File: src/rtl/product_accumulator.sv
// product_accumulator: sums up to N_TERMS unsigned 8-bit products per result, valid/ready on both sides.
// Define PRODUCT_ACCUM_SAT_EN to clamp the sum at 2^ACC_W-1 instead of wrapping.
module product_accumulator #(
    parameter int N_TERMS = 4,
    parameter int ACC_W   = 10
) (
    input  logic             clk,
    input  logic             rst_n,
    input  logic [7:0]       prod_in,
    input  logic             prod_valid,
    output logic             prod_ready,
    input  logic             flush,
    output logic [ACC_W-1:0] acc_out,
    output logic [3:0]       acc_cnt,
    output logic             acc_valid,
    input  logic             acc_ready
);
    typedef enum logic {ACCUM, HOLD} state_t;
    state_t           state_q, state_d;
    logic [ACC_W-1:0] acc_q, acc_d, sum_clip;
    logic [3:0]       cnt_q, cnt_d;
    logic [ACC_W:0]   sum;
    logic             accept;
    assign accept = prod_valid && state_q == ACCUM;
    assign sum    = {1'b0, acc_q} + {{(ACC_W-7){1'b0}}, prod_in};
`ifdef PRODUCT_ACCUM_SAT_EN
    // once clamped, any further add carries out again, so the sum stays at max
    assign sum_clip = sum[ACC_W] ? '1 : sum[ACC_W-1:0];
`else
    assign sum_clip = sum[ACC_W-1:0];
`endif
    always_comb begin
        state_d = state_q;
        acc_d   = accept ? sum_clip : acc_q;
        cnt_d   = accept ? cnt_q + 4'd1 : cnt_q;
        if (state_q == HOLD) begin
            state_d = acc_ready ? ACCUM : HOLD;
            acc_d   = acc_ready ? '0 : acc_q;
            cnt_d   = acc_ready ? '0 : cnt_q;
        end else if ((accept && cnt_d == 4'(N_TERMS)) || (flush && cnt_d != 4'd0)) begin
            state_d = HOLD;
        end
    end
    always_ff @(posedge clk or negedge rst_n) begin
        if (!rst_n) begin
            state_q <= ACCUM;
            acc_q   <= '0;
            cnt_q   <= '0;
        end else begin
            state_q <= state_d;
            acc_q   <= acc_d;
            cnt_q   <= cnt_d;
        end
    end
    assign prod_ready = state_q == ACCUM;
    assign acc_valid  = state_q == HOLD;
    assign acc_out    = acc_q;
    assign acc_cnt    = cnt_q;
endmodule

File: config.mk
export PLATFORM = sky130hd
export DESIGN_NAME = product_accumulator
export DESIGN_NICKNAME = d
export VERILOG_FILES = /design/src/rtl/product_accumulator.sv
export SDC_FILE = /design/constraint.sdc
export NUM_CORES = 1
export LEC_CHECK = 0
export BUFFER_PORTS_ARGS = -buffer_cell sky130_fd_sc_hd__clkbuf_2
export CAP_MARGIN = 20
export CELL_PAD_IN_SITES_DETAIL_PLACEMENT = 1
export CELL_PAD_IN_SITES_GLOBAL_PLACEMENT = 1
export CORE_ASPECT_RATIO = 0.9
export CORE_UTILIZATION = 38
export DETAILED_ROUTE_END_ITERATION = 8
export PLACE_DENSITY = 0.78
export SLEW_MARGIN = 20
export SYNTH_ARGS = -nofsm -noshare
export SYNTH_HDL_FRONTEND = slang
export SYNTH_SLANG_ARGS = --single-unit
File: constraint.sdc
create_clock -name clk -period 2.6 [get_ports clk]
set_input_delay 0.52 -clock clk [delete_from_list [all_inputs] [get_ports clk]]
set_output_delay 0.52 -clock clk [all_outputs]
set_load 0.005 [all_outputs]
### After elaboration in Yosys (flattened, before gate mapping)

Cells that the tools add are included.

* bitwise logic cells: 1
* eq/ne operators: 2
* reduce and logical (&&, ||, !) cells: 7
* add/subtract/negate cells: 2
* muxes and demuxes: 9

Operators with widths (number)
* two-way mux 10 bit: 3
* two-way mux 4 bit: 3
* adder 10 x 8 -> 10 bit: 1
* adder 4 x 1 -> 4 bit, second input constant: 1
* equality test 4 x 3 -> 1 bit, second input constant: 1
* nonzero test 4 bit: 1
* logical AND 1 bit: 3
* two-way mux 1 bit: 3
* inequality test 2 bit, second input constant: 1
* AND reduction 2 bit: 1
* nonzero test 2 bit: 1
* logical OR 1 bit: 1
* inverter 1 bit: 1

* word-level logic and storage cells: 24
* bits of input ports: 13
* register bits after elaboration: 15

### Longest topological paths before layout

Gate-level depths: netlist (run 1).

* depth in word-level cells: 8
* gate-level depth with buffers: 8
* depth with buffers taken out: 8

### Least setup slack after synthesis (run 1)

Ideal clock, no wire load.

* path kind: input to register
* from: input port prod_in[0]
* to: register acc_q[6] (netlist: acc_out[6])
* setup time: 0.122 ns
* buffers on the path: 0
* slack: 0.575 ns
* data arrival time: 1.903 ns
* stages: 8
* cell sequence: ha_1 > inv_1 > fa_1 > nand2b_1 > a21oi_1 > o21a_1 > o21ai_0 > a32o_1

* word-level cells in the longest chain between the ends: 3

Ends and longest elaborated chain
* start, declared: line 9 `input logic [7:0] prod_in,`
* adder 10 x 8 -> 10 bit: line 25 `assign sum = {1'b0, acc_q} + {{(ACC_W-7){1'b0}}, prod_in};`
* two-way mux 10 bit: line 34 `acc_d = accept ? sum_clip : acc_q;`
* two-way mux 10 bit: line 36 `if (state_q == HOLD) begin`
* end signal, assigned: line 47 `acc_q <= '0;`
* end signal, assigned: line 51 `acc_q <= acc_d;`
* end, declared: line 20 `logic [ACC_W-1:0] acc_q, acc_d, sum_clip;`

No other way between the ends. The select of a mux whose other input is x is not followed.
A chain may end at the register's enable or synchronous reset.

### Worst setup path after layout (run 1)

* from: register acc_q[0] (netlist: acc_out[0])
* to: register acc_q[6] (netlist: acc_out[6])

* word-level cells in the longest chain between the ends: 3

Ends and longest elaborated chain (line)
* adder 10 x 8 -> 10 bit: 25
* two-way mux 10 bit: 34
* two-way mux 10 bit: 36

No other way between the ends. The select of a mux whose other input is x is not followed.

==> metrics, run 1 <==
Worst Skew=between 9 and 10 ps; DRT Pass-1 Iters=6; Mapped Cells=roughly 110; critical path endpoint category=register; antenna viol nets, final=0; CP bufs+invs=1; crit-path max FO=3; largest net degree at the start of global routing=16; Clock Tree Root=clkbuf_4; area delta synth->final=17.9%; clk_lat worst skew=roughly 300 ps; Vias per Instance=roughly 5.6; synth unique cells=37; failing checks=design-rule violations; yosys warns=0; status=finished with violations; top cell type's share of synthesized area=0.358; layout cell share with drive strength beyond 1=0.291; Setup Viol. Count Final=0; post-synthesis instance area=between 1000 and 1500 sq um; Die Ht=51.9 um; cell family with most CP delay=compound AO/OA/AOI/OAI gates; ant diodes=0; PostCTS Resize Cnt=0; vias in the first global route=roughly 930; Slew @ Worst Pin=around 460 ps; Tmin final=between 2000 and 2500 ps; DRC=1; maximum vdd ir drop=approximately 0.47 mV; sequential area share after synthesis=0.358; final WL=about 2.6 mm; post-cts hold buffer count=0; initial antenna violation count=0; startpoint class of the critical path=register; max cap viols=0; crit path cell chain=ha_1 > inv_1 > fa_1 > nand2b_1 > a21oi_1 > o21a_1 > o21ai_0 > a32o_1; filler instances=around 320; Final nets=roughly 170; Max Clock Freq=a little under 500 MHz; Post-CTS Setup Inserts=0; CTS Sinks=15; die footprint=slightly below 3000 sq um; EDFF count, synth=0; # H-tree levels=1; ys async rst share=1.00; post-synth top area cell=dfrtp_1; Vias=940; setup TNS=0 ps; ranking of synthesized cells by area=dfrtp_1, ha_1, nand2_1, a21oi_1, o21ai_0; first-pass GRT wire length=around 4.4 mm; most common library cells after synthesis=dfrtp_1, nand2_1, ha_1; hold crit path type=in -> async; CP max-delay cell=dfrtp_1; GRT Residual Overflow=0; Leak Pwr=between 0.6 and 0.7 nW; die width=~57 um; Placer Congestion=0.785; per-cell routed wire length=between 15 and 20 um; CTS buffer count=3; Slew HR=0.696; CP Class=reg -> reg; num rows=17; Avg Synthesized Cell Area=approximately 9.5 sq um; top_reg_cell synth=dfrtp_1; IO Pins=29; clk buf depth=2; IO buf count=28; PD cells=between 1000 and 1500 nW/um^2; CTS tree=yes; largest stage delay on the critical path=around 380 ps; Total GRT Usage=0.196; Net Count, Synth=roughly 130; unrepaired setup endpoints after global routing=false; post-DP HPWL=between 1.5 and 2 mm; Final period util=0.794; Hold Vio Cnt, Final=0; Worst EP arrival=~2300 ps; top-count cell post-synth=dfrtp_1; Yosys reg bits=15; Slew Viols, Final=0; clock slew seen by the registers of the worst setup and hold paths=~100 ps; drt initial violations=10; final core area utilization=0.489; core area=2530 sq um; final total power=around 1.3 mW; worst path required time=between 2000 and 3000 ps; Starting Density=0.415; hold slack=roughly 120 ps
==> where the power goes <==
group / leakage [nW] / internal (mW) / total, mW / switching [mW]
registers: 0.194 / 0.320 / 0.443 / 0.122
logic: 0.391 / 0.340 / 0.702 / 0.362
clock network: 0.0177 / 0.0573 / 0.142 / 0.0844
total: 0.602 / 0.718 / 1.29 / 0.569
==> worst paths after layout <==
| path | slack [ps] | startpoint | cells past startpoint | endpoint |
|---|---|---|---|---|
| worst max-delay path | 540 | acc_out[0] | 8 | acc_out[6] |
| worst min-delay path | 120 | rst_n | 1 | acc_cnt[1] |
| worst max register to register | 540 | acc_out[0] | 8 | acc_out[6] |
| worst min register to register | 520 | acc_out[5] | 2 | acc_out[5] |
| max in group asynchronous | 2190 | rst_n | 1 | acc_out[8] |
| min in group clk | 510 | acc_ready | 2 | acc_valid |
==> layout by cell type (no fill, tap or decap), types with 2 or more instances in the layout <==
master / netlist / final
a211oi_1: 2 / 2
a21o_1: 2 / 2
a21oi_1: 7 / 7
a31oi_1: 3 / 3
a32o_1: 2 / 2
clkbuf_2: 0 / 28
clkbuf_4: 0 / 3
dfrtp_1: 15 / 15
ha_1: 9 / 9
inv_1: 7 / 7
nand2_1: 14 / 14
nand2b_1: 3 / 3
nand3_1: 2 / 2
nor2_1: 4 / 4
o211ai_1: 3 / 3
o21ai_0: 7 / 7
o21ai_1: 3 / 3
o22ai_1: 2 / 2
or3_1: 2 / 2
xnor2_1: 2 / 2
xor2_1: 4 / 4
==> cell families after synthesis <==
group / count (synthesis) / share of synthesized area
multiplexers: 1 / 0.00954
XOR/XNOR: 6 / 0.0501
AO/OA/AOI/OAI: 39 / 0.256
AND/OR/NAND/NOR: 31 / 0.161
adder cells (fa/ha/maj): 10 / 0.126
flip-flops: 15 / 0.358
buffers and inverters: 9 / 0.0393
==> registers in the layout, indices dropped and copies added, names as in the netlist <==
signal and flops:
acc_valid 1, acc_out 10, acc_cnt 4
==> final cells by class <==
cell class	count	area, sq um	share of cell area
well taps	28	35.0	0.0283
multi-input cells	87	633	0.512
repair buffers	28	140	0.113
clock buffers	3	22.5	0.0182
clock inverters	1	5.00	0.00404
inverters	7	26.3	0.0212
flip-flops and latches	15	375	0.303
==> layer usage <==
layer / GRT usage / up-vias / wire length, um
li1: - / 477 / -
met1: 0.257 / 441 / 1240
met2: 0.322 / 17 / 1210
met3: 0.0522 / 5 / 90
met4: 0.0488 / 0 / 26
met5: 0 / - / 0
==> through the flow <==
stage	setup slack [ps]	cells	area [sq um]
floorplan	575	111	1050
global placement	385	165	1210
detailed placement	326	165	1210
CTS	522	169	1240
global route	393	169	1240
finish	535	169	1240
(Power assumes the default switching activity.)
==> run 2: changes to the inputs <==
--- a/config.mk
+++ b/config.mk
@@ -10,9 +10,9 @@
 export CELL_PAD_IN_SITES_DETAIL_PLACEMENT = 1
 export CELL_PAD_IN_SITES_GLOBAL_PLACEMENT = 1
 export CORE_ASPECT_RATIO = 0.9
-export CORE_UTILIZATION = 38
+export CORE_UTILIZATION = 34
 export DETAILED_ROUTE_END_ITERATION = 8
-export PLACE_DENSITY = 0.78
+export PLACE_DENSITY = 0.73
 export SLEW_MARGIN = 20
 export SYNTH_ARGS = -nofsm -noshare
 export SYNTH_HDL_FRONTEND = slang
==> constraint.sdc (replaced) <==
create_clock -name clk -period 1.82 [get_ports clk]
set_input_delay 0.364 -clock clk [delete_from_list [all_inputs] [get_ports clk]]
set_output_delay 0.364 -clock clk [all_outputs]
set_load 0.005 [all_outputs]
==> run 2 against run 1 <==
  * Global-route usage is 0.53 points higher
  * Critical path depth did not move
  * Design area rose by 18%
  * Via count increased by 12%
  * Critical path type unchanged
  * The flow finishes with violations (negative setup slack)
  * Worst hold slack improved by 250 ps
  * Cell count up 18%
  * Non-clock buffer count up 18
  * Highest routed layer unchanged
==> metrics, run 2 (synthesis results as in run 1) <==
crit-path max FO=3 (unchanged); initial antenna violation count=0 (unchanged); setup TNS=-37.7 ps (-37.7 ps); hold crit path type=in -> reg; internal power=1.26 mW (+75%); CTS Sinks=15 (unchanged); Vias=1052 (+12%); Worst Skew=2.66 ps (-6.63 ps); filler instances=358 (+12%); Leak Pwr=0.693 nW (+15%); Starting Density=0.370 (-0.0448); layout cell share with drive strength beyond 1=0.415 (+0.124); Hold Vio Cnt, Final=0 (unchanged); critical path endpoint category=register; DRC=0 (-1); CP Class=reg -> reg; Slew HR=0.734 (+0.0377); antenna viol nets, final=0 (unchanged); clk buf depth=2 (unchanged); failing checks=negative setup slack; PD cells=1490 nW/um^2 (+43%); # H-tree levels=1 (unchanged); Die Ht=54.7 um (+5.5%); core area=2840 sq um (+12%); area delta synth->final=38.6%; Vias per Instance=5.29 (-5.0%); worst path required time=2010 ps (-770 ps); Layout Cells excl Fill=199 (+18%); Reg power frac=0.265 (-0.079); hold slack=375 ps (+251 ps); status=finished with violations; clock share of power=0.095 (-0.015); Tmin final=1860 ps (-207 ps); leading cell type in the layout, fill and taps excluded=clkbuf_2; commonest cells after routing, fill and taps aside=clkbuf_2, buf_4, dfrtp_1; area of the multi-input gates=699 sq um (+10%); sequential cell area=375 sq um (unchanged); first-pass GRT wire length=4.76 mm (+8.7%); Clock Tree Root=clkbuf_4; ant diodes=0 (unchanged); max cap viols=0 (unchanged); per-cell routed wire length=15.1 um (-0.38%); die width=60.6 um (+5.5%); Design Area, Final=1460 sq um (+18%); CTS tree=yes; clk_lat worst skew=290 ps (about the same); final WL=3.01 mm (+17%); CTS buffer count=3 (unchanged); GRT Residual Overflow=0 (unchanged); Slew @ Worst Pin=399 ps (-56.5 ps); largest net degree at the start of global routing=16 (unchanged); drt initial violations=26 (+16); maximum vdd ir drop=0.546 mV (+15%); max reg flops=10 (unchanged); clock slew seen by the registers of the worst setup and hold paths=100 ps (about the same); vias in the first global route=1039 (+11%); startpoint class of the critical path=register; dpl cell area=1350 sq um (+12%); post-DP HPWL=2.26 mm (+15%); unrepaired setup endpoints after global routing=true; Worst EP arrival=2050 ps (-200 ps); Setup Viol. Count Final=1 (+1); Placer Congestion=0.825 (+5.0%); net switching power=0.912 mW (+60%); IO Pins=29 (unchanged); Final period util=1.02 (+0.227); Setup WS pre-CTS=-176 ps (-502 ps); Final nets=183 (+11%); Slew Viols, Final=0 (unchanged); die footprint=3310 sq um (+11%); final worst slack=-37.7 ps (-573 ps); Total GRT Usage=0.201 (+0.00529); num rows=18 (+1); Max Clock Freq=538 MHz (+11%); IO buf count=28 (unchanged); dpl cells=192 (+16%); Logic pwr share=0.640 (+0.094); switching portion of total power=0.421 (-0.0214); DRT Pass-1 Iters=4 (-2)
## run 2: cell types whose count changed in the layout (fill, tap and decap cells not counted), sizes merged
cell | before | now
clkinv | 1 | 0
buf | 0 | 17
clkbuf | 31 | 32
dlygate4sd3 | 0 | 1
## run 2: area by class of cell
type	instances	area share
timing repair buffer	46	0.191
tap	40	0.0344
sequential	15	0.258
multi-input combinational	87	0.481
inverter	7	0.0181
clock buffer	4	0.0181
## run 2: worst max-delay path: stages (launching register included)
cell and delay [ps]:
dfrtp_1 400, ha_2 180, inv_2 50, fa_2 200, nand2b_4 150, a21oi_4 60, o21a_1 180, or3_1 310
a32o_1 220
## run 2: power by group through the flow
| stage | logic (mW) | clock network (mW) | registers (mW) |
|---|---|---|---|
| 2_1_floorplan | 0.744 | 0 | 0.591 |
| 3_3_place_gp | 1.24 | 0 | 0.559 |
| 3_5_place_dp | 1.29 | 0 | 0.572 |
| 4_1_cts | 1.34 | 0.219 | 0.567 |
| 5_1_grt | 1.54 | 0.228 | 0.595 |
| 6_report | 1.39 | 0.206 | 0.575 |
## run 2: worst paths after layout
| path | from | to | slack, ps | cells past startpoint |
|---|---|---|---|---|
| max | acc_out[0] | acc_out[6] | -40 | 8 |
| min | acc_ready | acc_valid | 370 | 2 |
| max reg2reg | acc_out[0] | acc_out[6] | -40 | 8 |
| min reg2reg | acc_out[7] | acc_out[7] | 530 | 2 |
| max in group asynchronous | rst_n | acc_cnt[3] | 1020 | 2 |
| min in group asynchronous | rst_n | acc_out[5] | 520 | 2 |
## run 2: through the flow
step / total power [mW] / util
finish: 2.17 / 0.513
global route: 2.36 / 0.513
CTS: 2.13 / 0.500
detailed placement: 1.86 / 0.477
global placement: 1.80 / 0.477
floorplan: 1.33 / -
## run 2: routing by layer
metal,routed length (um),global-route usage
met2,1540,0.357
met3,65,0.0142
met4,56,0.0909
met1,1340,0.251
met5,0,0
## run 2: repair_timing
item | CTS | global route
gates cloned | 0 | 0
buffers inserted | 1 | 1
endpoints found under the hold margin | 15 | 0
setup endpoints to repair | 3 | 5
hold buffers | 1 | 0
resized for setup | 2 | 3
pin swaps | 4 | 5
